--- src/rtl/segment7_pkg.sv ---
// Shared definitions for the multiplexed 7-segment scan controller.
//   - Default scan parameters and a brightness type for the default width.
//   - scan_cfg_t groups the scan parameters so an instantiating level can keep
//     one configuration constant and pass its fields as parameter overrides.
//   - on_step() derives the per-brightness-step on-time of a digit slot.
package segment7_pkg;

    localparam int unsigned DEF_SEGMENTS     = 4;
    localparam int unsigned DEF_DIGIT_CYCLES = 1024;
    localparam int unsigned DEF_DEAD_CYCLES  = 16;
    localparam int unsigned DEF_BRIGHT_BITS  = 3;
    localparam int unsigned DEF_BLINK_FRAMES = 12;

    typedef logic [DEF_BRIGHT_BITS-1:0] bright_t;

    typedef struct packed {
        int unsigned segments;
        int unsigned digit_cycles;
        int unsigned dead_cycles;
        int unsigned bright_bits;
        int unsigned blink_frames;
    } scan_cfg_t;

    localparam scan_cfg_t DEF_SCAN_CFG = '{
        segments:     DEF_SEGMENTS,
        digit_cycles: DEF_DIGIT_CYCLES,
        dead_cycles:  DEF_DEAD_CYCLES,
        bright_bits:  DEF_BRIGHT_BITS,
        blink_frames: DEF_BLINK_FRAMES
    };

    // Cycles of light added per brightness step; 0 means the slot is too
    // short to give every brightness code at least one lit cycle.
    function automatic int unsigned on_step(input int unsigned digit_cycles,
                                            input int unsigned dead_cycles,
                                            input int unsigned bright_bits);
        if (dead_cycles >= digit_cycles) return 0;
        return (digit_cycles - dead_cycles) >> bright_bits;
    endfunction

endpackage

--- src/rtl/segment7_scan_if.sv ---
// Digit-multiplex interface between the scan controller (master) and the
// segment decoder/mux (slave).
//   counter      : current digit index
//   enable       : global light enable
//   digit_enable : per-digit enables with blinking applied
interface segment7_scan_if
    import segment7_pkg::*;
#(
    parameter int unsigned SEGMENTS = DEF_SEGMENTS,
    parameter int unsigned C_BITS   = $clog2(SEGMENTS)
);

    logic [C_BITS-1:0]   counter;
    logic                enable;
    logic [SEGMENTS-1:0] digit_enable;

    modport master (output counter, enable, digit_enable);
    modport slave  (input  counter, enable, digit_enable);

endinterface

--- src/rtl/segment7_scan.sv ---
// Scan/timing controller for a multiplexed 7-segment display.
// Ports:
//   clk, rst_n      : clock, asynchronous active-low reset
//   run             : 1 scans; 0 blanks and holds the scan at digit 0, phase 0
//   brightness      : lit steps per slot minus 1, sampled at slot start
//   digit_enable_in : digits to show, from the clock core
//   blink_mask      : digits that blink
//   frame_start     : one-cycle pulse when digit 0's slot begins
//   disp            : master side of the digit-multiplex interface
// Each slot starts with DEAD_CYCLES dark cycles so the digit index only
// changes while the display is dark (anti-ghosting), then lights for
// (brightness+1)*ON_STEP cycles.
module segment7_scan
    import segment7_pkg::*;
#(
    parameter int unsigned SEGMENTS     = DEF_SEGMENTS,
    parameter int unsigned C_BITS       = $clog2(SEGMENTS),
    parameter int unsigned DIGIT_CYCLES = DEF_DIGIT_CYCLES,
    parameter int unsigned DEAD_CYCLES  = DEF_DEAD_CYCLES,
    parameter int unsigned BRIGHT_BITS  = DEF_BRIGHT_BITS,
    parameter int unsigned BLINK_FRAMES = DEF_BLINK_FRAMES
) (
    input  logic                   clk,
    input  logic                   rst_n,
    input  logic                   run,
    input  logic [BRIGHT_BITS-1:0] brightness,
    input  logic [SEGMENTS-1:0]    digit_enable_in,
    input  logic [SEGMENTS-1:0]    blink_mask,
    output logic                   frame_start,
    segment7_scan_if.master        disp
);

    localparam int unsigned ON_STEP = on_step(DIGIT_CYCLES, DEAD_CYCLES, BRIGHT_BITS);
    localparam int unsigned P_BITS  = (DIGIT_CYCLES > 1) ? $clog2(DIGIT_CYCLES) : 1;
    localparam int unsigned F_BITS  = (BLINK_FRAMES > 1) ? $clog2(BLINK_FRAMES) : 1;

    localparam logic [P_BITS-1:0] P_LAST = P_BITS'(DIGIT_CYCLES - 1);
    localparam logic [C_BITS-1:0] C_LAST = C_BITS'(SEGMENTS - 1);
    localparam logic [F_BITS-1:0] F_LAST = F_BITS'(BLINK_FRAMES - 1);

    if (SEGMENTS < 2 || (SEGMENTS & (SEGMENTS - 1)) != 0) begin : g_chk_segments
        $fatal(1, "segment7_scan: SEGMENTS must be a power of 2 and at least 2");
    end
    if (ON_STEP < 1) begin : g_chk_on_step
        $fatal(1, "segment7_scan: (DIGIT_CYCLES - DEAD_CYCLES) >> BRIGHT_BITS must be >= 1");
    end
    if (DEAD_CYCLES < 1) begin : g_chk_dead
        $fatal(1, "segment7_scan: DEAD_CYCLES must be at least 1");
    end
    if (BLINK_FRAMES < 1) begin : g_chk_blink
        $fatal(1, "segment7_scan: BLINK_FRAMES must be at least 1");
    end

    logic [P_BITS-1:0]      p_q, p_d;
    logic [C_BITS-1:0]      counter_q, counter_d;
    logic [F_BITS-1:0]      frame_cnt_q, frame_cnt_d;
    logic                   blink_phase_q, blink_phase_d;
    logic [BRIGHT_BITS-1:0] bright_q, bright_d;
    logic                   run_q, run_d;
    logic                   enable_q, enable_d;
    logic                   frame_start_q, frame_start_d;
    logic [SEGMENTS-1:0]    digit_enable_q, digit_enable_d;

    logic [BRIGHT_BITS-1:0] bright_eff;
    logic [31:0]            on_len;
    logic                   slot_wrap;
    logic                   frame_wrap;

    always_comb begin
        // The brightness input is taken while p=0; bypassing it here lets the
        // first lit cycle of the slot already use the newly sampled value.
        bright_eff = (p_q == '0) ? brightness : bright_q;
        bright_d   = bright_eff;
        on_len     = (32'(bright_eff) + 32'd1) * ON_STEP;

        slot_wrap  = run_q && (p_q == P_LAST);
        frame_wrap = slot_wrap && (counter_q == C_LAST);

        run_d         = run;
        p_d           = '0;
        counter_d     = '0;
        frame_cnt_d   = '0;
        blink_phase_d = 1'b0;

        if (run && run_q) begin
            p_d           = slot_wrap ? '0 : p_q + P_BITS'(1);
            counter_d     = slot_wrap ? counter_q + C_BITS'(1) : counter_q;
            frame_cnt_d   = frame_cnt_q;
            blink_phase_d = blink_phase_q;
            if (frame_wrap) begin
                if (frame_cnt_q == F_LAST) begin
                    frame_cnt_d   = '0;
                    blink_phase_d = ~blink_phase_q;
                end else begin
                    frame_cnt_d = frame_cnt_q + F_BITS'(1);
                end
            end
        end

        // Outputs are computed from next-state values so each registered
        // output lines up with the registered slot phase it belongs to.
        enable_d = run && (32'(p_d) >= DEAD_CYCLES) && (32'(p_d) < DEAD_CYCLES + on_len);

        // With run=1, p_d=0 and counter_d=0 only occur at a frame wrap or on
        // the first edge after scanning resumes.
        frame_start_d = run && (p_d == '0) && (counter_d == '0);

        digit_enable_d = digit_enable_in & ~(blink_mask & {SEGMENTS{blink_phase_d}});
    end

    always_ff @(posedge clk or negedge rst_n) begin
        if (!rst_n) begin
            p_q            <= '0;
            counter_q      <= '0;
            frame_cnt_q    <= '0;
            blink_phase_q  <= 1'b0;
            bright_q       <= '0;
            run_q          <= 1'b0;
            enable_q       <= 1'b0;
            frame_start_q  <= 1'b0;
            digit_enable_q <= '0;
        end else begin
            p_q            <= p_d;
            counter_q      <= counter_d;
            frame_cnt_q    <= frame_cnt_d;
            blink_phase_q  <= blink_phase_d;
            bright_q       <= bright_d;
            run_q          <= run_d;
            enable_q       <= enable_d;
            frame_start_q  <= frame_start_d;
            digit_enable_q <= digit_enable_d;
        end
    end

    assign disp.counter      = counter_q;
    assign disp.enable       = enable_q;
    assign disp.digit_enable = digit_enable_q;
    assign frame_start       = frame_start_q;

endmodule
--- src/flat_wrapper.sv ---
// flat-port wrapper written by rule: the top's interface ports become plain ports
module segment7_scan_flat import segment7_pkg::*;
#(
    parameter int unsigned SEGMENTS     = DEF_SEGMENTS,
    parameter int unsigned C_BITS       = $clog2(SEGMENTS),
    parameter int unsigned DIGIT_CYCLES = DEF_DIGIT_CYCLES,
    parameter int unsigned DEAD_CYCLES  = DEF_DEAD_CYCLES,
    parameter int unsigned BRIGHT_BITS  = DEF_BRIGHT_BITS,
    parameter int unsigned BLINK_FRAMES = DEF_BLINK_FRAMES
)
  (clk, rst_n, run, brightness, digit_enable_in, blink_mask, frame_start, disp_counter, disp_enable, disp_digit_enable);
  segment7_scan_if #(.SEGMENTS(SEGMENTS), .C_BITS(C_BITS)) disp_i ();
  input  logic clk;
  input  logic rst_n;
  input  logic run;
  input  logic [BRIGHT_BITS-1:0] brightness;
  input  logic [SEGMENTS-1:0] digit_enable_in;
  input  logic [SEGMENTS-1:0] blink_mask;
  output logic frame_start;
  output wire logic [$bits(disp_i.counter)-1:0] disp_counter;
  output wire logic [$bits(disp_i.enable)-1:0] disp_enable;
  output wire logic [$bits(disp_i.digit_enable)-1:0] disp_digit_enable;
  assign disp_counter = disp_i.counter;
  assign disp_enable = disp_i.enable;
  assign disp_digit_enable = disp_i.digit_enable;
  segment7_scan #(.SEGMENTS(SEGMENTS), .C_BITS(C_BITS), .DIGIT_CYCLES(DIGIT_CYCLES), .DEAD_CYCLES(DEAD_CYCLES), .BRIGHT_BITS(BRIGHT_BITS), .BLINK_FRAMES(BLINK_FRAMES)) u_core (.clk(clk), .rst_n(rst_n), .run(run), .brightness(brightness), .digit_enable_in(digit_enable_in), .blink_mask(blink_mask), .frame_start(frame_start), .disp(disp_i));
endmodule
--- config.mk ---
export PLATFORM = sky130hd
export DESIGN_NAME = segment7_scan_flat
export DESIGN_NICKNAME = d
export VERILOG_FILES = /design/src/rtl/segment7_pkg.sv /design/src/rtl/segment7_scan_if.sv /design/src/rtl/segment7_scan.sv /design/src/flat_wrapper.sv
export SDC_FILE = /design/constraint.sdc
export NUM_CORES = 1
export LEC_CHECK = 0
export ABC_AREA = 1
export CAP_MARGIN = 20
export CORE_MARGIN = 1
export CORE_UTILIZATION = 48
export DETAILED_ROUTE_END_ITERATION = 12
export GPL_TIMING_DRIVEN = 1
export PLACE_DENSITY = 0.7
export SYNTH_ARGS = -nofsm -noshare
export SYNTH_HDL_FRONTEND = slang
export SYNTH_SLANG_ARGS = --single-unit
export TNS_END_PERCENT = 1
--- constraint.sdc ---
create_clock -name clk -period 6.54 [get_ports clk]
set_input_delay 0.654 -clock clk [delete_from_list [all_inputs] [get_ports clk]]
set_output_delay 0.654 -clock clk [all_outputs]
set_load 0.1 [all_outputs]
==> metrics.txt <==
status=finished, final reports clean; mux contribution to synthesized area=0; post-synthesis compound-gate area fraction=0.0459; Synth Instances=248; register area share after synthesis=0.339; minimum clock period=4.83 ns; Antenna Cells=0; reg2reg path depth=25; Leakage=1.32 nW; Max-cap violations=0; Final nets=313; Sink Count=27; via count=1589; TritonCTS clock tree=done; Final setup violation count=0; most frequent CP cell=inv_1; CTS Buffer Depth=2; commonest non-fill, non-tap cell in the layout=nand2_1; clock skew=0.00614 ns; Post-DRT Antenna Nets=0; Max Fclk=0.207 GHz; critical path endpoint category=flip-flop; die area=4410 um2; Final Hold Slack=0.467 ns; total CTS buffers=3; drt first pass iters=4; Critical Path RT=6.76 ns; Yosys reg bits=27; Syn Nets=288; final setup TNS=0 ns; antenna violations before repair=0; RSZ-0062 raised after global routing=false; crit path DAT=5.04 ns; Rows=23; layout cells sized above 1=0.0993; dpl ws=1.51 ns; Horiz. Die Dim=66.4 um; Avg Cell Area, Syn=8.03 um2; final hold violations=0; period utilization=0.738; initial core utilization=0.498; Vias/cell=4.93; Distinct cells, synth=30; # resized after CTS=0; worst-case vdd ir drop=roughly 0.35 mV; Final Wtd Congestion=0.791; post-layout total power=roughly 540 uW; DRC Markers=0; clk root buf=clkbuf_8; setup slack, reg-to-reg=1.71 ns; Skew-Pair Late Insertion Delay=0.27 ns; total gr overflow=0; H-tree depth=1; Worst Slack Setup Final=~1.7 ns; Layout area overhead=15.4%; vias in the first global route=1577; DPL Wire Length=between 2 and 3 mm; largest net degree at the start of global routing=28; Hold WC Path Type=reg2reg; post-synthesis xor/xnor area fraction=0.0352; post-CTS setup buffers=0; CTS Hold Bufs=0; Die Y=between 60 and 70 um; P per Cell Area=234 nW/um2; relative slew slack=0.352; initial drt markers=37; io pins=22; Critical Path Slowest Stage Cell=fa_1; Worst Hold Path EP=u_core.frame_cnt_q[3]$_DFFE_PN0P_; CP peak stage delay=approximately 0.56 ns; Worst-path clk slew=roughly 0.09 ns; largest family of logic cells by synthesized area=simple AND/OR/NAND/NOR gates; Max Slew Vio Count=0; min-delay src=u_core.frame_cnt_q[3]$_DFFE_PN0P_; I/O Buffers=21; first-pass GRT wire length=6.73 mm; CORE AREA=4000 um2; wire length per cell=11.5 um; adder-cell share of the synthesized area=0.182; r2r endpoint=u_core.disp.enable$_DFF_PN0_; hold-critical path depth=1; Setup CP Type=reg2reg; most frequent cells in the layout=50 x nand2_1, 43 x inv_1, 27 x dfrtp_1, 24 x nand3_1, 23 x nor2_1; r2r startpoint=u_core.p_q[0]$_DFF_PN0_; startpoint types=flip-flop; routed wire length=between 3 and 4 mm; Slew @ Worst Pin=0.969 ns; simple logic cell fraction of the synthesized area=0.298; Post-Syn Area=1990 um2; yosys warns=0; CP Max Fanout=8; Total GRT Usage=0.202
## worst max-delay path by stage
stage / from / end / slack, ns
after floorplan: u_core.p_q[0]$_DFF_PN0_ / u_core.disp.enable$_DFF_PN0_ / 2.02
after global placement: brightness[0] / u_core.disp.enable$_DFF_PN0_ / 1.62
after detailed placement: brightness[0] / u_core.disp.enable$_DFF_PN0_ / 1.51
after CTS: u_core.p_q[0]$_DFF_PN0_ / u_core.disp.enable$_DFF_PN0_ / 1.69
after global routing: u_core.p_q[0]$_DFF_PN0_ / u_core.disp.enable$_DFF_PN0_ / 1.29
final: u_core.p_q[0]$_DFF_PN0_ / u_core.disp.enable$_DFF_PN0_ / 1.71
## report_power, final
part           total [mW]  leakage, nW  switching (mW)  internal (mW)
Clock              0.0938       0.0228          0.0502         0.0437
Combinational       0.271        0.943           0.155          0.116
Sequential          0.173        0.356         0.00191          0.171
## critical path: cells and delay by family, from the launching register on
kind	cells	cell delay [ns]
XOR/XNOR	2	0.34
adder cells (fa/ha/maj)	7	2.49
buffers and inverters	5	0.42
flip-flops	1	0.40
AND/OR/NAND/NOR	9	0.84
AO/OA/AOI/OAI	2	0.29
## kinds of logic after synthesis
| logic type | after synthesis |
|---|---|
| buffers and inverters | 50 |
| AND/OR/NAND/NOR | 121 |
| flip-flops | 27 |
| AO/OA/AOI/OAI | 16 |
| XOR/XNOR | 8 |
| adder cells (fa/ha/maj) | 26 |
## stage by stage
| step | instances | utilization | instance area, um2 |
|---|---|---|---|
| finish | 322 | 0.575 | 2300 |
| global route | 322 | 0.575 | 2300 |
| CTS | 322 | 0.575 | 2300 |
| detailed placement | 318 | 0.563 | 2250 |
| global placement | 318 | 0.563 | 2250 |
| floorplan | 248 | - | 1990 |
## cells in the mapped netlist (all sizes together)
master / number / area, um2
dfrtp: 27 / 676
a211oi: 1 / 7.51
ha: 21 / 263
nand4: 4 / 25.0
nand3: 27 / 158
xor2: 5 / 43.8
nor2: 30 / 154
a21oi: 8 / 40.0
o21a: 1 / 7.51
nand2: 55 / 224
a21o: 1 / 7.51
or2: 4 / 25.0
o21ai: 5 / 28.8
nand3b: 1 / 7.51
xnor2: 3 / 26.3
fa: 5 / 100
inv: 48 / 180
buf: 2 / 18.8
## registers in the layout, indices dropped and copies added, names as in the netlist
signal                    flops
u_core.p_q                   10
u_core.disp.digit_enable      4
u_core.frame_cnt_q            4
u_core.bright_q               3
u_core.disp.counter           2
u_core.blink_phase_q          1
u_core.disp.enable            1
u_core.frame_start            1
u_core.run_q                  1
## per-layer routing
metal,up-vias,share of wire,global-route usage
met2,21,0.49,0.362
met3,7,0.022,0.0414
met1,745,0.47,0.239
li1,816,-,-
met4,0,0.017,0.0612
met5,-,0,0
## cell type report
class,count,area (um2)
Clock buffer,4,45.0
Tap cell,50,62.6
Inverter,48,180
Timing Repair Buffer,22,218
Sequential cell,27,676
Multi-Input combinational cell,171,1120
Fill cell,391,1700
Power figures use the tool's default switching activity.
